$ cat src/rtl/clock_step_controller.sv
// Clock-enable generator for the CPU core: RUN, SLOW (divided tick), STEP (debounced button) and PAUSE.
// Optional breakpoint-to-step support is compiled in with `define CLK_STEP_BREAKPOINT_EN.
module clock_step_controller #(
  parameter int unsigned DIV_FACTOR      = 1_200_000,
  parameter int unsigned DEBOUNCE_CYCLES = 200_000,
  parameter int unsigned ADDR_WIDTH      = 16
) (
  input  logic                  clk,
  input  logic                  reset,
  input  logic [1:0]            mode_sel,
  input  logic                  step_btn,
  input  logic                  halt_i,
  input  logic [ADDR_WIDTH-1:0] pc_i,
  input  logic [ADDR_WIDTH-1:0] bp_addr_i,
  input  logic                  bp_valid_i,
  output logic                  cpu_clk_en,
  output logic [1:0]            mode_o,
  output logic                  heartbeat_o,
  output logic                  bp_hit_o,
  output logic [15:0]           en_count_o
);

  localparam logic [1:0] MODE_RUN   = 2'b00;
  localparam logic [1:0] MODE_SLOW  = 2'b01;
  localparam logic [1:0] MODE_STEP  = 2'b10;
  localparam logic [1:0] MODE_PAUSE = 2'b11;

  localparam int unsigned DIV_W = (DIV_FACTOR > 1) ? $clog2(DIV_FACTOR) : 1;
  localparam int unsigned DEB_W = (DEBOUNCE_CYCLES > 1) ? $clog2(DEBOUNCE_CYCLES) : 1;
  localparam logic [DIV_W-1:0] DIV_LAST = DIV_W'(DIV_FACTOR - 1);
  localparam logic [DEB_W-1:0] DEB_LAST = DEB_W'(DEBOUNCE_CYCLES - 1);

  logic [1:0]       mode_q, mode_d;
  logic             en_q, en_d;
  logic             hb_q, hb_d;
  logic [15:0]      en_cnt_q, en_cnt_d;
  logic [DIV_W-1:0] div_cnt_q, div_cnt_d;
  logic             sync1_q, sync1_d;
  logic             sync2_q, sync2_d;
  logic             db_level_q, db_level_d;
  logic [DEB_W-1:0] db_cnt_q, db_cnt_d;
  logic             step_pend_q, step_pend_d;

  logic mode_chg;
  logic db_rise;
  logic div_wrap;
  logic stepping;
  logic bp_trig;
  logic en_raw;

`ifdef CLK_STEP_BREAKPOINT_EN
  logic bp_active_q, bp_active_d;
  logic bp_match_q, bp_match_d;
  logic bp_match;
`else
  logic unused_bp;
  assign unused_bp = ^{pc_i, bp_addr_i, bp_valid_i};
`endif

  // NOTE: every signal written here gets a default first, so no path can infer a latch.
  always_comb begin
    mode_d   = mode_sel;
    mode_chg = (mode_sel != mode_q);
    sync1_d  = step_btn;
    sync2_d  = sync1_q;

    // Level flips only after DEBOUNCE_CYCLES consecutive disagreeing samples.
    db_level_d = db_level_q;
    db_cnt_d   = '0;
    db_rise    = 1'b0;
    if (sync2_q != db_level_q) begin
      if (db_cnt_q == DEB_LAST) begin
        db_level_d = sync2_q;
        db_rise    = sync2_q;
      end else begin
        db_cnt_d = db_cnt_q + DEB_W'(1);
      end
    end

`ifdef CLK_STEP_BREAKPOINT_EN
    // Only a fresh match triggers, so stepping onto the same pc cannot re-arm the pause.
    bp_match    = bp_valid_i && (pc_i == bp_addr_i);
    bp_match_d  = bp_match;
    bp_trig     = bp_match && !bp_match_q && !bp_active_q && !mode_chg &&
                  ((mode_q == MODE_RUN) || (mode_q == MODE_SLOW));
    bp_active_d = bp_active_q;
    if (mode_chg || !bp_valid_i) begin
      bp_active_d = 1'b0;
    end else if (bp_trig) begin
      bp_active_d = 1'b1;
    end
    stepping = (mode_q == MODE_STEP) || bp_active_q;
`else
    bp_trig  = 1'b0;
    stepping = (mode_q == MODE_STEP);
`endif

    div_wrap = (div_cnt_q == DIV_LAST);
    if (mode_chg || (mode_q != MODE_SLOW) || div_wrap) begin
      div_cnt_d = '0;
    end else begin
      div_cnt_d = div_cnt_q + DIV_W'(1);
    end

    en_raw = 1'b0;
    if (stepping) begin
      en_raw = step_pend_q;
    end else begin
      case (mode_q)
        MODE_RUN:   en_raw = 1'b1;
        MODE_SLOW:  en_raw = div_wrap;
        MODE_PAUSE: en_raw = 1'b0;
        default:    en_raw = 1'b0;
      endcase
    end

    en_d        = en_raw && !halt_i && !mode_chg && !bp_trig;
    // Presses outside a stepping mode are dropped rather than queued.
    step_pend_d = db_rise && stepping && !mode_chg;
    hb_d        = hb_q ^ en_d;
    en_cnt_d    = en_cnt_q + 16'(en_d);
  end

  // NOTE: state is updated only with non-blocking assignments so all flops sample the same pre-edge values.
  always_ff @(posedge clk) begin
    if (reset) begin
      mode_q      <= MODE_PAUSE;
      en_q        <= 1'b0;
      hb_q        <= 1'b0;
      en_cnt_q    <= '0;
      div_cnt_q   <= '0;
      sync1_q     <= 1'b0;
      sync2_q     <= 1'b0;
      db_level_q  <= 1'b0;
      db_cnt_q    <= '0;
      step_pend_q <= 1'b0;
    end else begin
      mode_q      <= mode_d;
      en_q        <= en_d;
      hb_q        <= hb_d;
      en_cnt_q    <= en_cnt_d;
      div_cnt_q   <= div_cnt_d;
      sync1_q     <= sync1_d;
      sync2_q     <= sync2_d;
      db_level_q  <= db_level_d;
      db_cnt_q    <= db_cnt_d;
      step_pend_q <= step_pend_d;
    end
  end

`ifdef CLK_STEP_BREAKPOINT_EN
  always_ff @(posedge clk) begin
    if (reset) begin
      bp_active_q <= 1'b0;
      bp_match_q  <= 1'b0;
    end else begin
      bp_active_q <= bp_active_d;
      bp_match_q  <= bp_match_d;
    end
  end

  assign bp_hit_o = bp_active_q;
`else
  assign bp_hit_o = 1'b0;
`endif

  assign cpu_clk_en  = en_q;
  assign mode_o      = mode_q;
  assign heartbeat_o = hb_q;
  assign en_count_o  = en_cnt_q;

endmodule

$ cat config.mk
export PLATFORM = sky130hd
export DESIGN_NAME = clock_step_controller
export DESIGN_NICKNAME = d
export VERILOG_FILES = /design/src/rtl/clock_step_controller.sv
export SDC_FILE = /design/constraint.sdc
export NUM_CORES = 1
export LEC_CHECK = 0
export BUFFER_PORTS_ARGS = -buffer_cell sky130_fd_sc_hd__buf_4
export CORE_UTILIZATION = 45
export DETAILED_ROUTE_END_ITERATION = 10
export PLACE_DENSITY = 0.72
export REMOVE_ABC_BUFFERS = 1
export SYNTH_ARGS = -nofsm -noshare
export SYNTH_HDL_FRONTEND = slang
export SYNTH_SLANG_ARGS = --single-unit
$ cat constraint.sdc
create_clock -name clk -period 4.5 [get_ports clk]
set_input_delay 0.45 -clock clk [delete_from_list [all_inputs] [get_ports clk]]
set_output_delay 0.45 -clock clk [all_outputs]
set_load 0.05 [all_outputs]
; After elaboration in Yosys (flattened, before gate mapping)
; Cells that the tools add are included.
[word_totals]
ff_bits = 63
input_bits = 39
output_inout_bits = 21
word_cells = 38
[classes]
add_sub_neg = 3
eq_ne = 7
n_mux = 4
bitwise_logic = 2
n_reduce_logical = 12
[op_table]
columns = op, count
row1 = adder 21 x 1 -> 21 bit (second input constant), 1
row2 = equality test 21 bit (second input constant), 1
row3 = adder 18 x 1 -> 18 bit (second input constant), 1
row4 = equality test 18 bit (second input constant), 1
row5 = adder 16 x 1 -> 16 bit, 1
row6 = logical AND 1 bit, 4
row7 = two-way mux 1 bit, 3
row8 = OR reduction 3 bit, 1
row9 = equality test 2 x 1 -> 1 bit (second input constant), 1
row10 = equality test 2 bit (second input constant), 1
row11 = logical NOT 1 bit, 2
row12 = logical NOT 2 bit, 1
row13 = logical OR 1 bit, 2
row14 = != test 2 x 1 -> 1 bit (second input constant), 1
row15 = != test 2 bit, 1
row16 = case mux 1 bit (2 select lines), 1
row17 = AND reduction 2 bit, 1
row18 = OR reduction 2 bit, 1
row19 = != test 1 bit, 1
row20 = inverter 1 bit, 1
row21 = XOR 1 bit, 1

; Logic depth before layout (Yosys ltp)
[logic_depth]
depth_word = 6
ltp_mapped = 11
mapped_depth_nobuf = 11

; Worst setup path before layout
; Ideal clock, no wire load.
[synth_path]
kind = register to register
from = register div_cnt_q[0]
to = register en_cnt_q[13] (netlist: en_count_o[13])
setup_ns = 0.121
arrival_ns = 2.807
required_ns = 4.379
slack_ns = 1.572
path_stages_with_launch = 11
path_buffers = 0
synth_period_minus_slack_ns = 2.928
cell_sequence = dfxtp_1 > ha_1 > nand4_4 > or2_2 > o21ai_0 > nor2b_1 > ha_1 > nand3_1 > nor4_1 > nand3_1 > mux2_2
[synth_via]
elab_chain_len = 6
[synth_rtl]
columns = element, line_no
row1 = from (decl), 37  ; logic [DIV_W-1:0] div_cnt_q, div_cnt_d;
row2 = from (signal assigned), 142  ; div_cnt_q <= div_cnt_d;
row3 = equality test 21 bit, 98  ; div_wrap = (div_cnt_q == DIV_LAST);
row4 = case mux 1 bit (2 select lines), 109  ; case (mode_q)
row5 = two-way mux 1 bit, 106  ; if (stepping) begin
row6 = logical AND 1 bit (2 in series), 117  ; en_d = en_raw && !halt_i && !mode_chg && !bp_trig;
row7 = via en_d, 34  ; logic en_q, en_d;
row8 = adder 16 x 1 -> 16 bit, 121  ; en_cnt_d = en_cnt_q + 16'(en_d);
row9 = to (signal assigned), 141  ; en_cnt_q <= en_cnt_d;
row10 = to (decl), 36  ; logic [15:0] en_cnt_q, en_cnt_d;
; The timed path passes the listed nets, and every way through them passes these cells.
; A chain may end at the register's enable or synchronous reset.

; Final worst setup path
; Same ends and word-level chain as after synthesis.

==> impl_table.tex <==
\begin{tabular}{lr}
\hline
Metric & Value \\
\hline
\multicolumn{2}{l}{\textbf{GRT}} \\
\quad Overflow left after global routing & 0 \\
\quad Overall track demand over capacity in global routing & 19.4\% \\
\quad Vias in the first global route & 2268 \\
\quad Wire length of the first global-routing pass & 9980 um \\
\quad Number of antenna violations at the first check in global routing & 0 \\
\quad Pin count of the biggest net entering global routing & 29 \\
\multicolumn{2}{l}{\textbf{Logic synthesis}} \\
\quad Synth Area per Inst & between 8 and 9 sq um \\
\quad Synth Instances & 329 \\
\quad Yosys cell types & 45 \\
\quad Number of warnings reported in the yosys synthesis log & 0 \\
\quad Summed instance area of the synthesized netlist & 2890 sq um \\
\quad Count of flip-flops with a built-in enable after synthesis & 0 \\
\quad Number of synthesized register bits & 63 \\
\quad Predominant post-synthesis flop cell & dfxtp\_1 \\
\quad Share of flip-flops with an asynchronous set or reset after synthesis & 0\% \\
\quad Part of the Yosys area used for sequential elements & between 40\% and 50\% \\
\multicolumn{2}{l}{\textbf{CTS}} \\
\quad Number of H-tree levels & 3 \\
\quad Insertion delay of the later-clocked pin in the worst-skew pair & 0.34 ns \\
\quad CTS Hold Bufs & 0 \\
\quad Clk sinks & 63 \\
\quad Post-CTS resize count & 0 \\
\quad Cell at the root of the clock tree & clkbuf\_8 \\
\quad Maximum buffer depth of the clock tree & 2 \\
\quad TritonCTS Buffers & 9 \\
\quad Total setup buffers inserted after CTS & 0 \\
\quad Clock tree from TritonCTS & built \\
\quad CTS clk-pin slew, worst paths & 0.07 ns \\
\multicolumn{2}{l}{\textbf{Cells and area}} \\
\quad Final layout net count & 397 \\
\quad Share of layout cells above drive strength 1 & 14.5\% \\
\quad Syn-to-layout area delta & 14.7\% \\
\quad Footprint of the multi-input gates & $\sim$1500 sq um \\
\quad N\_diodes & 0 \\
\quad Storage cell area & 1260 sq um \\
\quad Layout Cells excl Fill & around 430 \\
\quad Number of fill cells & 530 \\
\multicolumn{2}{l}{\textbf{STA}} \\
\quad Count of endpoints failing hold in the final timing report & 0 \\
\quad Clk\_skew & 0.0138 ns \\
\quad Setup\_tns & 0 ns \\
\quad Final-report setup violation count & 0 \\
\quad Transition time at the pin with the least slew margin & between 0.7 and 0.8 ns \\
\quad Tightest slew margin relative to the limit & 49.7\% \\
\quad Shortest clock period the worst path allows after layout & 3.14 ns \\
\quad RSZ-0062 raised after global routing & no \\
\quad Final count of pins violating max slew & 0 \\
\quad Final period util & 69.9\% \\
\quad Achievable frequency & around 0.32 GHz \\
\multicolumn{2}{l}{\textbf{Route}} \\
\quad Residual DRC & 0 \\
\quad Number of iterations in the first detailed-routing pass & 5 \\
\quad Violation count after the first detailed-route iteration & 144 \\
\quad Routed wire per std cell & 13.4 um \\
\quad Via count normalized by instance count & 5.52 \\
\quad DR vias & 2397 \\
\quad Final wirelength & 5830 um \\
\quad Remaining antenna violation count & 0 \\
\multicolumn{2}{l}{\textbf{Status}} \\
\quad Result of the run & complete, no violations \\
\multicolumn{2}{l}{\textbf{Critical path}} \\
\quad Required time at the worst-slack endpoint & 4.73 ns \\
\quad Worst setup SP type & flop \\
\quad Maximum fanout along the worst path & 8 \\
\quad CP Capture Type & flop \\
\quad Capturing point of the worst reg2reg path & en\_count\_o[13] \\
\quad Reg-to-reg setup timing slack & 1.36 ns \\
\quad Worst path arrival time & 3.37 ns \\
\quad Origin of the critical flop-to-flop path & div\_cnt\_q[0] \\
\quad Logic depth of the worst register-to-register path & 10 \\
\quad Crit path kind & flop to flop \\
\quad CP startpoint & div\_cnt\_q[0] \\
\quad Critical path destination & en\_count\_o[13] \\
\multicolumn{2}{l}{\textbf{Flow run}} \\
\quad Maximum Capacitance Violations & 0 \\
\multicolumn{2}{l}{\textbf{Power and ir drop}} \\
\quad Final Power & 1.07 mW \\
\quad Total power density per cell area & roughly 320 nW/um\^{}2 \\
\quad Worst-case vdd ir drop & 0.195 mV \\
\quad P\_leak & 1.05 nW \\
\multicolumn{2}{l}{\textbf{Placed design}} \\
\quad Routability cong. & 0.813 \\
\quad Count of input and output buffers & 25 \\
\quad Detailed-placement wirelength estimate & approximately 4000 um \\
\quad \# placed instances & 418 \\
\multicolumn{2}{l}{\textbf{Floorplan}} \\
\quad Initial Util & between 40 and 50\% \\
\quad Standard cell core area & 6060 sq um \\
\quad Top-level port count & 60 \\
\quad Width of the chip & about 82 um \\
\quad Area of the die & 6740 sq um \\
\quad Die H & 82.1 um \\
\quad Total number of placement rows & 28 \\
\multicolumn{2}{l}{\textbf{Hold path}} \\
\quad HP Class & input pin to flop \\
\hline
\end{tabular}
[cells in the final DEF, fill, tap and decap left out, types with 2 or more instances in the layout]
master | netlist | layout
dfxtp_1 | 63 | 63
nor2_1 | 36 | 36
xnor2_1 | 27 | 27
buf_4 | 2 | 26
nor3_1 | 24 | 24
nand3_1 | 21 | 21
nand2_1 | 17 | 17
nand4_1 | 12 | 12
inv_1 | 11 | 11
o21ai_0 | 11 | 10
clkbuf_8 | 0 | 10
xor2_1 | 9 | 9
nor4_1 | 9 | 9
a21oi_1 | 8 | 8
or3_1 | 7 | 7
nor2b_1 | 6 | 6
or4_1 | 6 | 6
a211oi_1 | 6 | 6
and3_1 | 4 | 4
o31ai_1 | 4 | 4
ha_1 | 4 | 4
nor3b_1 | 3 | 3
or2_2 | 3 | 3
nand4bb_1 | 3 | 3
clkinv_2 | 0 | 3
nor4bb_1 | 2 | 2
nand4b_1 | 2 | 2
and4_1 | 2 | 2
clkbuf_1 | 8 | 2
[worst max-delay path, cell delays in order (launching register included)]
cell	delay, ns
dfxtp_1	0.40
ha_1	0.28
nand4_4	0.18
or2_2	0.36
o21ai_1	0.18
nor2b_1	0.20
ha_1	0.19
nand3_1	0.20
nor4_1	0.60
nand3_1	0.17
mux2_2	0.29
[per-layer routing]
layer  up-vias  track usage, %  wire length [um]
li1       1227               -                 -
met1      1112            24.8              2810
met2        51            30.6              2640
met3         7            4.73               289
met4         0            9.47                87
met5         -               0                 0
[cell families (layout without fill, tap and decap cells)]
| logic type | count (synthesis) | in the layout | share of synthesized area (%) |
|---|---|---|---|
| buffers and inverters | 23 | 53 | 3.34 |
| multiplexers | 1 | 1 | 0.390 |
| AND/OR/NAND/NOR | 167 | 167 | 32.3 |
| flip-flops | 63 | 63 | 43.7 |
| XOR/XNOR | 36 | 36 | 10.9 |
| adder cells (fa/ha/maj) | 4 | 4 | 1.73 |
| AO/OA/AOI/OAI | 34 | 34 | 7.50 |
| other | 1 | 1 | 0.130 |
[area by class of cell]
class / instances / area share [%]
sequential: 63 / 38.1
multi-input combinational: 243 / 46.2
clock inverter: 4 / 1.36
inverter: 11 / 1.25
clock buffer: 12 / 4.38
timing repair buffer: 26 / 5.89
tap: 75 / 2.83
[state kept, by name, summed over array words and instances, names as in the netlist]
signal,flops
div_cnt_q,21
db_cnt_q,18
en_count_o,16
mode_o,2
cpu_clk_en,1
db_level_q,1
heartbeat_o,1
step_pend_q,1
sync1_q,1
sync2_q,1
[worst min-delay path by stage]
stage	start	end	slack [ns]	depth (start not counted)
2_1_floorplan	db_cnt_q[0]	db_cnt_q[0]	0.41	1
3_3_place_gp	sync1_q	sync2_q	0.42	1
3_5_place_dp	db_cnt_q[0]	db_cnt_q[0]	0.43	1
4_1_cts	step_btn	sync1_q	0.32	2
5_1_grt	mode_sel[1]	mode_o[1]	0.34	2
6_report	step_btn	sync1_q	0.33	2
[cells in the mapped netlist (2+ instances only)]
library cell / count / area (sq um)
a211oi_1: 6 / 45.0
nor4bb_1: 2 / 20.0
nand4b_1: 2 / 17.5
buf_2: 2 / 10.0
nor2_1: 36 / 135
or2_2: 3 / 18.8
nand3_1: 21 / 105
nor3_1: 24 / 120
nand4_1: 12 / 75.1
nand4bb_1: 3 / 33.8
inv_1: 11 / 41.3
xor2_1: 9 / 78.8
dfxtp_1: 63 / 1260
buf_4: 2 / 15.0
ha_1: 4 / 50.1
o31ai_1: 4 / 30.0
o21ai_0: 11 / 55.1
xnor2_1: 27 / 236
a21oi_1: 8 / 40.0
or4_1: 6 / 45.0
nor2b_1: 6 / 37.5
nor4_1: 9 / 56.3
nand2_1: 17 / 63.8
or3_1: 7 / 43.8
nor3b_1: 3 / 22.5
and4_1: 2 / 17.5
clkbuf_1: 8 / 30.0
and3_1: 4 / 25.0
[power by group]
group	total, mW	leakage [nW]	switching, mW	internal (mW)
clock	0.478	0.100	0.209	0.269
combinational	0.0317	0.439	0.0218	0.00991
sequential	0.563	0.508	0.00303	0.560
[metrics by stage]
| stage | setup slack (ns) | hold slack (ns) | cell area (sq um) | util, % |
|---|---|---|---|---|
| floorplan | 0.540 | 0.413 | 2830 | - |
| global placement | 1.41 | 0.417 | 3120 | 51.5 |
| detailed placement | 1.38 | 0.433 | 3120 | 51.5 |
| CTS | 1.35 | 0.321 | 3310 | 54.6 |
| global route | 1.10 | 0.338 | 3310 | 54.6 |
| finish | 1.36 | 0.331 | 3310 | 54.6 |
Power figures use the tool's default switching activity.
